--- src/rtl/lsu_pkg.sv ---
// Shared definitions for the load/store unit.
//   SZ_B/SZ_H/SZ_W : request size encodings (3 is illegal)
//   RAM_WORD_BYTES : bytes moved by every RAM access
//   lsu_state_e    : FSM states of lsu_mem_port
package lsu_pkg;

    localparam int unsigned RAM_WORD_BYTES = 4;

    localparam logic [1:0] SZ_B = 2'd0;
    localparam logic [1:0] SZ_H = 2'd1;
    localparam logic [1:0] SZ_W = 2'd2;

    typedef enum logic [2:0] {
        StIdle,
        StRd,
        StCapt,
        StWr,
        StResp
    } lsu_state_e;

endpackage

--- src/rtl/lsu_align.sv ---
// Combinational data alignment for the load/store unit.
//   size, is_unsigned : request size and zero-extend flag
//   raw_word          : 32-bit little-endian word read from RAM
//   wdata             : store data (low bytes used)
//   load_data         : byte/half/word from raw_word, sign- or zero-extended to XLEN
//   store_word        : raw_word with its low 1/2/4 bytes replaced by wdata
module lsu_align
    import lsu_pkg::*;
#(
    parameter int unsigned XLEN = 64
) (
    input  logic [1:0]      size,
    input  logic            is_unsigned,
    input  logic [31:0]     raw_word,
    input  logic [31:0]     wdata,
    output logic [XLEN-1:0] load_data,
    output logic [31:0]     store_word
);

    logic sign_b;
    logic sign_h;
    logic sign_w;

    assign sign_b = ~is_unsigned & raw_word[7];
    assign sign_h = ~is_unsigned & raw_word[15];
    assign sign_w = ~is_unsigned & raw_word[31];

    always_comb begin
        load_data  = '0;
        store_word = wdata;
        case (size)
            SZ_B: begin
                load_data  = {{(XLEN-8){sign_b}}, raw_word[7:0]};
                store_word = {raw_word[31:8], wdata[7:0]};
            end
            SZ_H: begin
                load_data  = {{(XLEN-16){sign_h}}, raw_word[15:0]};
                store_word = {raw_word[31:16], wdata[15:0]};
            end
            SZ_W: begin
                load_data  = {{(XLEN-32){sign_w}}, raw_word};
                store_word = wdata;
            end
            default: ;
        endcase
    end

endmodule

--- src/rtl/lsu_mem_port.sv ---
// Load/store unit between execute and a byte-addressed data RAM with 1-cycle
// registered read that always moves 4 bytes at addr..addr+3 (little-endian).
//   clk, reset (async, active-high)
//   req_*  : one request at a time, accepted on req_valid & req_ready
//   resp_* : single-cycle completion pulse with extended load data / fault
//   mem_*  : RAM port (write enable, address, data in, data out)
// Sub-word stores are done as read-modify-write. All outputs are registered.
// Build option: define LSU_MISALIGN_TRAP_EN to fault misaligned half/word
// accesses; otherwise they go to the RAM as-is.
module lsu_mem_port
    import lsu_pkg::*;
#(
    parameter int unsigned XLEN      = 64,
    parameter int unsigned MEM_BYTES = 1024
) (
    input  logic            clk,
    input  logic            reset,
    input  logic            req_valid,
    output logic            req_ready,
    input  logic            req_we,
    input  logic [1:0]      req_size,
    input  logic            req_unsigned,
    input  logic [XLEN-1:0] req_addr,
    input  logic [XLEN-1:0] req_wdata,
    output logic            resp_valid,
    output logic [XLEN-1:0] resp_rdata,
    output logic            resp_fault,
    output logic            mem_we,
    output logic [XLEN-1:0] mem_addr,
    output logic [XLEN-1:0] mem_wdata,
    input  logic [XLEN-1:0] mem_rdata
);

    lsu_state_e      state_q, state_d;
    logic            ready_q, ready_d;
    logic            rvalid_q, rvalid_d;
    logic            rfault_q, rfault_d;
    logic [XLEN-1:0] rdata_q, rdata_d;
    logic            mwe_q, mwe_d;
    logic [XLEN-1:0] maddr_q, maddr_d;
    logic [31:0]     mwdata_q, mwdata_d;
    logic            we_q, we_d;
    logic [1:0]      size_q, size_d;
    logic            uns_q, uns_d;
    logic [31:0]     wdata_q, wdata_d;

    logic [XLEN:0]   end_addr;
    logic            out_of_range;
    logic            misaligned;
    logic            fault;
    logic [XLEN-1:0] load_data;
    logic [31:0]     store_word;
    logic            unused_hi;

    // Extra bit keeps addresses near 2^XLEN from wrapping back into range.
    assign end_addr     = {1'b0, req_addr} + (XLEN+1)'(RAM_WORD_BYTES);
    assign out_of_range = end_addr > (XLEN+1)'(MEM_BYTES);

`ifdef LSU_MISALIGN_TRAP_EN
    assign misaligned = ((req_size == SZ_H) && req_addr[0]) ||
                        ((req_size == SZ_W) && (req_addr[1:0] != 2'b00));
`else
    assign misaligned = 1'b0;
`endif

    assign fault = (req_size == 2'd3) || out_of_range || misaligned;

    // Only the low word of either data bus carries meaning.
    assign unused_hi = ^{req_wdata[XLEN-1:32], mem_rdata[XLEN-1:32]};

    lsu_align #(
        .XLEN (XLEN)
    ) u_align (
        .size        (size_q),
        .is_unsigned (uns_q),
        .raw_word    (mem_rdata[31:0]),
        .wdata       (wdata_q),
        .load_data   (load_data),
        .store_word  (store_word)
    );

    always_ff @(posedge clk or posedge reset) begin
        if (reset) begin
            state_q  <= StIdle;
            ready_q  <= 1'b1;
            rvalid_q <= 1'b0;
            rfault_q <= 1'b0;
            rdata_q  <= '0;
            mwe_q    <= 1'b0;
            maddr_q  <= '0;
            mwdata_q <= '0;
            we_q     <= 1'b0;
            size_q   <= SZ_B;
            uns_q    <= 1'b0;
            wdata_q  <= '0;
        end else begin
            state_q  <= state_d;
            ready_q  <= ready_d;
            rvalid_q <= rvalid_d;
            rfault_q <= rfault_d;
            rdata_q  <= rdata_d;
            mwe_q    <= mwe_d;
            maddr_q  <= maddr_d;
            mwdata_q <= mwdata_d;
            we_q     <= we_d;
            size_q   <= size_d;
            uns_q    <= uns_d;
            wdata_q  <= wdata_d;
        end
    end

    always_comb begin
        state_d  = state_q;
        ready_d  = ready_q;
        rvalid_d = rvalid_q;
        rfault_d = rfault_q;
        rdata_d  = rdata_q;
        mwe_d    = mwe_q;
        maddr_d  = maddr_q;
        mwdata_d = mwdata_q;
        we_d     = we_q;
        size_d   = size_q;
        uns_d    = uns_q;
        wdata_d  = wdata_q;

        case (state_q)
            StIdle: begin
                if (req_valid && ready_q) begin
                    ready_d  = 1'b0;
                    we_d     = req_we;
                    size_d   = req_size;
                    uns_d    = req_unsigned;
                    wdata_d  = req_wdata[31:0];
                    rdata_d  = '0;
                    rfault_d = 1'b0;
                    if (fault) begin
                        // No RAM access at all for a faulting request.
                        rfault_d = 1'b1;
                        rvalid_d = 1'b1;
                        state_d  = StResp;
                    end else if (!req_we || (req_size != SZ_W)) begin
                        maddr_d = req_addr;
                        mwe_d   = 1'b0;
                        state_d = StRd;
                    end else begin
                        maddr_d  = req_addr;
                        mwdata_d = req_wdata[31:0];
                        mwe_d    = 1'b1;
                        state_d  = StWr;
                    end
                end
            end
            StRd: begin
                state_d = StCapt;
            end
            StCapt: begin
                if (we_q) begin
                    mwdata_d = store_word;
                    mwe_d    = 1'b1;
                    state_d  = StWr;
                end else begin
                    rdata_d  = load_data;
                    rvalid_d = 1'b1;
                    state_d  = StResp;
                end
            end
            StWr: begin
                mwe_d    = 1'b0;
                rvalid_d = 1'b1;
                state_d  = StResp;
            end
            StResp: begin
                rvalid_d = 1'b0;
                ready_d  = 1'b1;
                state_d  = StIdle;
            end
            default: begin
                state_d = StIdle;
            end
        endcase
    end

    assign req_ready  = ready_q;
    assign resp_valid = rvalid_q;
    assign resp_fault = rfault_q;
    assign resp_rdata = rdata_q;
    assign mem_we     = mwe_q;
    assign mem_addr   = maddr_q;
    assign mem_wdata  = {{(XLEN-32){1'b0}}, mwdata_q};

endmodule

--- config.mk ---
export PLATFORM = sky130hd
export DESIGN_NAME = lsu_mem_port
export DESIGN_NICKNAME = d
export VERILOG_FILES = /design/src/rtl/lsu_pkg.sv /design/src/rtl/lsu_align.sv /design/src/rtl/lsu_mem_port.sv
export SDC_FILE = /design/constraint.sdc
export NUM_CORES = 1
export LEC_CHECK = 0
export CORE_ASPECT_RATIO = 1.5
export CORE_MARGIN = 8
export CORE_UTILIZATION = 38
export CTS_CLUSTER_SIZE = 16
export DETAILED_ROUTE_END_ITERATION = 10
export PLACE_DENSITY = 0.83
export SLEW_MARGIN = 5
export SYNTH_ARGS = -nofsm -noshare
export SYNTH_HDL_FRONTEND = slang
export SYNTH_SLANG_ARGS = --single-unit
export TNS_END_PERCENT = 5
--- constraint.sdc ---
create_clock -name clk -period 5 [get_ports clk]
set_clock_uncertainty 0.15 [all_clocks]
set_input_delay 0.5 -clock clk [delete_from_list [all_inputs] [get_ports clk]]
set_output_delay 0.5 -clock clk [all_outputs]
set_load 0.005 [all_outputs]
After elaboration in Yosys (flattened, before gate mapping) --
Index checks and enable logic that the tools add are counted.
Storage, ports and cells: register bits after elaboration 203, bits in latches 0, memory bits (writable) 0, memory bits (read-only) 0, input port bits 199, logic and storage cells 77, memories 0
Cells by class: add/subtract/negate cells 1, multiply operators 0, divide/modulo/power cells 0, order comparisons 1, equal/unequal tests 14, shift operators 0, mux-type cells 27, bitwise logic cells 5, reductions and logical operators 17
Operators with widths (count):
- 64-bit one-hot mux with 3 select lines | 1
- 32-bit 2-to-1 mux | 4
- 64-bit 2-to-1 mux | 2
- 32-bit one-hot mux with 2 select lines | 2
- 64-bit one-hot mux with 2 select lines | 1
- 64-bit by 3-bit adder with 65-bit output, second input constant | 1
- 65-bit by 11-bit > comparator with 1-bit output, second input constant | 1
- 2-bit != test, second input constant | 7
- 3-bit one-hot mux with 4 select lines | 1
- 1-bit 2-to-1 mux | 9
- 3-bit 2-to-1 mux | 3
- 4-bit AND reduction | 2
- 3-bit by 2-bit == test with 1-bit output, second input constant | 2
- 3-bit AND reduction | 2
- 5-bit AND reduction | 1
- 2-bit == test, second input constant | 2
- 1-bit one-hot mux with 4 select lines | 1
- 2-bit AND reduction | 2
- 2-bit nonzero test | 2
- 4-bit nonzero test | 1
- 1-bit AND | 3
- 3-bit by 1-bit == test with 1-bit output, second input constant | 1
- 3-bit == test, second input constant | 1
- 3-bit logical NOT | 1
- other kinds (10) | 12

Longest topological paths before layout --
Gate-level depths: netlist of the first run.
depth in word-level cells 6, mapped depth 13, mapped depth without buffers 9

Hierarchy --
From an unflattened synthesis of the first run, not the netlist that was laid out.
Second synthesis, totals: cells, all modules 949, area, all modules 10068.4 µm²
By module, submodules not included:
- lsu_mem_port | times used 1, cells each 818, area each 8981.1 µm², sequential area each 5081.1 µm²
- lsu_align | times used 1, cells each 131, area each 1087.3 µm², sequential area each 0.0 µm²

Least setup slack after synthesis of the first run --
OpenSTA, ideal clock, no wires.
path kind input-to-reg, start in req_addr[6], end reg mwdata_q[17], arrival time 3.515 ns, slack 1.209 ns, cell stages on the path 11, path through nand4_2 > or4_1 > or4_1 > clkbuf_1 > o21ai_0 > nand4_1 > or4_4 > nor4_4 > a21boi_2 > buf_4 > a221o_1
On the way: cells in the longest elaborated chain, start to end 5
Ends and longest elaborated chain:
- start, declared | line lsu_mem_port.sv:23 | input logic [XLEN-1:0] req_addr,
- 64-bit by 3-bit adder with 65-bit output | line lsu_mem_port.sv:56 | assign end_addr = {1'b0, req_addr} + (XLEN+1)'(RAM_WORD_BYTES);
- 65-bit by 11-bit > comparator with 1-bit output | line lsu_mem_port.sv:57 | assign out_of_range = end_addr > (XLEN+1)'(MEM_BYTES);
- 1-bit logical OR | line lsu_mem_port.sv:66 | assign fault = (req_size == 2'd3) || out_of_range || misaligned;
- 2-bit != test (no line)
- 5-bit AND reduction (no line)
- end signal, assigned | line lsu_mem_port.sv:104 | mwdata_q <= mwdata_d;
- end, declared | line lsu_mem_port.sv:41 | logic [31:0] mwdata_q, mwdata_d;
Every way passes these cells. A chain may end at the register's enable or synchronous reset.

Worst setup path after layout of the first run --
start in req_addr[6], end reg mwdata_q[11]
Same word-level chain as after synthesis.

==> metrics.txt, run 1 <==
status=finished clean; reg2reg start=state_q[0]; reg-to-reg endpoint=resp_rdata[23]; CTS tree=done; largest net degree at the start of global routing=102; fin. max-slew vios=0; Reg area=4310 um2; Post-synth ARST share=100%; unrepaired setup endpoints after global routing=no; Leak Pwr=5.37 nW; worst hold endpoint=resp_rdata[24]; worst skew pair latency=0.43 ns; setup TNS=0 ns; initial core utilization=38.3%; CTS Buffer Depth=2; ys flop type=dfrtp_1; Post-synth top cells=dfrtp_1, nand2_1, buf_4; fmax=roughly 0.23 GHz; GRT overflow=0; final hold viol count=0; Reg2Reg Depth=6; YS warnings=0; Worst Hold Class=flip-flop to flip-flop; Total Routed Length=27.8 mm; crit path max fanout=33; Detailed Route Iter0 Violations=406; # IOs=between 300 and 400; fraction of layout instances using a drive strength above 1=10.5%; Final nets=1314; final period utilization=between 80 and 90%; flops & latches, synth=~170; R2R Setup Slk=2.07 ns; first-pass GRT wire length=approximately 44 mm; hold path cells=2; Die Span Y=202 um; DIE AREA=28300 um2; clk sinks=172; Post-synth EDFFs=0; Die Width=140 um; Final Util=between 50% and 60%; crit-path most repeated cell=or4_1; Hold-fix buffers, CTS=0; Synth Cell Area=roughly 8800 um2; Seq/Total Area, Yosys=49.1%; post-cts sizing count=0; Maximum Capacitance Violations=0; CP max stage cell=or4_1; Hold Crit Start=resp_rdata[24]; Worst Path Arrival=approximately 4.5 ns; Placed Area=11800 um2; # rows=68; Critical Path RT=5.16 ns; WL/cell=around 20 um; H-Tree Depth=4; dpl ws=about 0.19 ns; Yosys top cell area share=between 40% and 50%; Hold Slack=0.328 ns; Clock transition at path regs=0.07 ns; relative max-transition margin=37.5%; Synth cell types=60; Worst-Margin Slew=between 0.9 and 1 ns; pwr dens=242 nW/um2; DRC=0; final period demand of the worst path=between 4 and 5 ns; Core ar.=22900 um2; vias per inst=between 5 and 6; cell chain of the critical path=clkdlybuf4s50_1, nand4_2, or4_1, or4_1, o31a_1, a211oi_1, o2111ai_1, nor4_4, buf_4, a21boi_4, buf_12, mux2_4; Design Area, Final=roughly 12000 um2; vias in the first global route=7838; top cell type by total area after synthesis=dfrtp_1; port bufs=298; cts bufs inserted=17; WS Path Type=input pin to flip-flop; Fill cells=1947; most common cell in the netlist=dfrtp_1; Area Overhead vs Synth=40.9%; GRT Util Overall=between 10% and 20%; critical path's largest stage delay=0.68 ns; element type at the critical path end=flip-flop; Vias=between 7000 and 8000; Post-Syn Area per Cell=10.3 um2; setup bufs post-CTS=0; initial antenna violation count=2; Setup WS post-layout=0.642 ns; RD Place Congestion=0.938; Final ANT Viol Nets=0; dpl hpwl=21.0 mm; dpl cells=1376; DR pass1 iterations=5; multi-input logic area=3870 um2; Final setup viols=0; Tot Pwr=3.00 mW; startpoint types=input pin; Layout Cells excl Fill=1409; Peak VDD IR=220 uV; crit path from=req_addr[6]; Area contributors post-synth=dfrtp_1, buf_4, mux2_2; Root Buffer=clkbuf_16; Mapped Cells=852
routing by layer:
metal | GRT usage (%) | share of wire (%) | wire length [um] | vias to the layer above
li1 | - | - | - | 3495
met1 | 20.4 | 37 | 10200 | 3758
met2 | 35.8 | 53 | 14700 | 345
met3 | 4.75 | 7.1 | 1960 | 52
met4 | 9.11 | 3.3 | 916 | 2
met5 | 0 | 0.036 | 10 | -
worst max path at each step:
stage | end | slack (ns) | cells past startpoint
finish | mwdata_q[11] | 0.64 | 12
CTS | mwdata_q[11] | 0.64 | 12
global route | mwdata_q[11] | 0.51 | 12
global placement | mwdata_q[10] | 0.21 | 12
detailed placement | mwdata_q[25] | 0.19 | 12
floorplan | mwdata_q[17] | 1.21 | 11
sequential cells by signal (all words and copies together) (netlist names):
name	count
mem_addr	64
mem_we	1
mwdata_q	32
req_ready	1
resp_fault	1
resp_rdata	33
resp_valid	1
size_q	2
state_q	3
uns_q	1
wdata_q	32
we_q	1
placed cells by master, fill, tap and decap left out, types with 9 or more instances in the layout:
cell             netlist  routed
a21oi_1               28      28
a221o_1               16      16
a22o_1                 9       9
a31oi_1               11      11
and2_1                59      60
buf_4                 65      15
clkbuf_16              0      17
clkdlybuf4s50_1        0     298
conb_1                 1      32
dfrtp_1              171     171
inv_1                 22      21
mux2_1                10      10
mux2_2                41      41
mux2i_1               20      20
nand2_1               70      70
nand3_1               24      24
nand4_1               21      21
nor2_1                52      51
nor3_1                28      27
nor4_1                20      19
o21ai_0               34      34
or3_1                 10      10
xor2_1                 9       9
layout make-up:
cell class                 instances  area share, %
antenna                            1         0.0202
clock buffer                      18           3.47
clock inverter                    14           1.21
inverter                          22          0.698
multi-input combinational        585           31.3
sequential                       172           34.8
tap                              280           2.83
timing repair buffer             317           25.7
power breakdown:
group          internal, mW  leakage, nW  total (mW)  switching [mW]
logic                 0.149         2.79       0.277           0.128
clock network         0.707        0.284        1.31           0.607
registers              1.40         2.30        1.41         0.00566
total                  2.26         5.37        3.00           0.741
worst max-delay path: cells and delay by family:
kind,cells,cell delay [ns]
buffers and inverters,3,0.87
multiplexers,1,0.32
AO/OA/AOI/OAI,4,0.90
AND/OR/NAND/NOR,4,1.89
cell families after synthesis:
| logic type | count (synthesis) | share of synthesized area [%] |
|---|---|---|
| AND/OR/NAND/NOR | 322 | 19.6 |
| flip-flops | 172 | 49.1 |
| AO/OA/AOI/OAI | 140 | 11.6 |
| buffers and inverters | 126 | 8.49 |
| multiplexers | 76 | 9.68 |
| XOR/XNOR | 15 | 1.50 |
| other | 1 | 0.0427 |
Power figures use the tool's default switching activity.
==> run 2, diff against run 1 <==
--- a/config.mk
+++ b/config.mk
@@ -11,7 +11,7 @@
 export CTS_CLUSTER_SIZE = 16
 export DETAILED_ROUTE_END_ITERATION = 10
 export PLACE_DENSITY = 0.83
-export SLEW_MARGIN = 5
+export SLEW_MARGIN = 0
 export SYNTH_ARGS = -nofsm -noshare
 export SYNTH_HDL_FRONTEND = slang
 export SYNTH_SLANG_ARGS = --single-unit
==> results of run 2 <==
The final DEF is identical to that of run 1; final timing and power are the same.
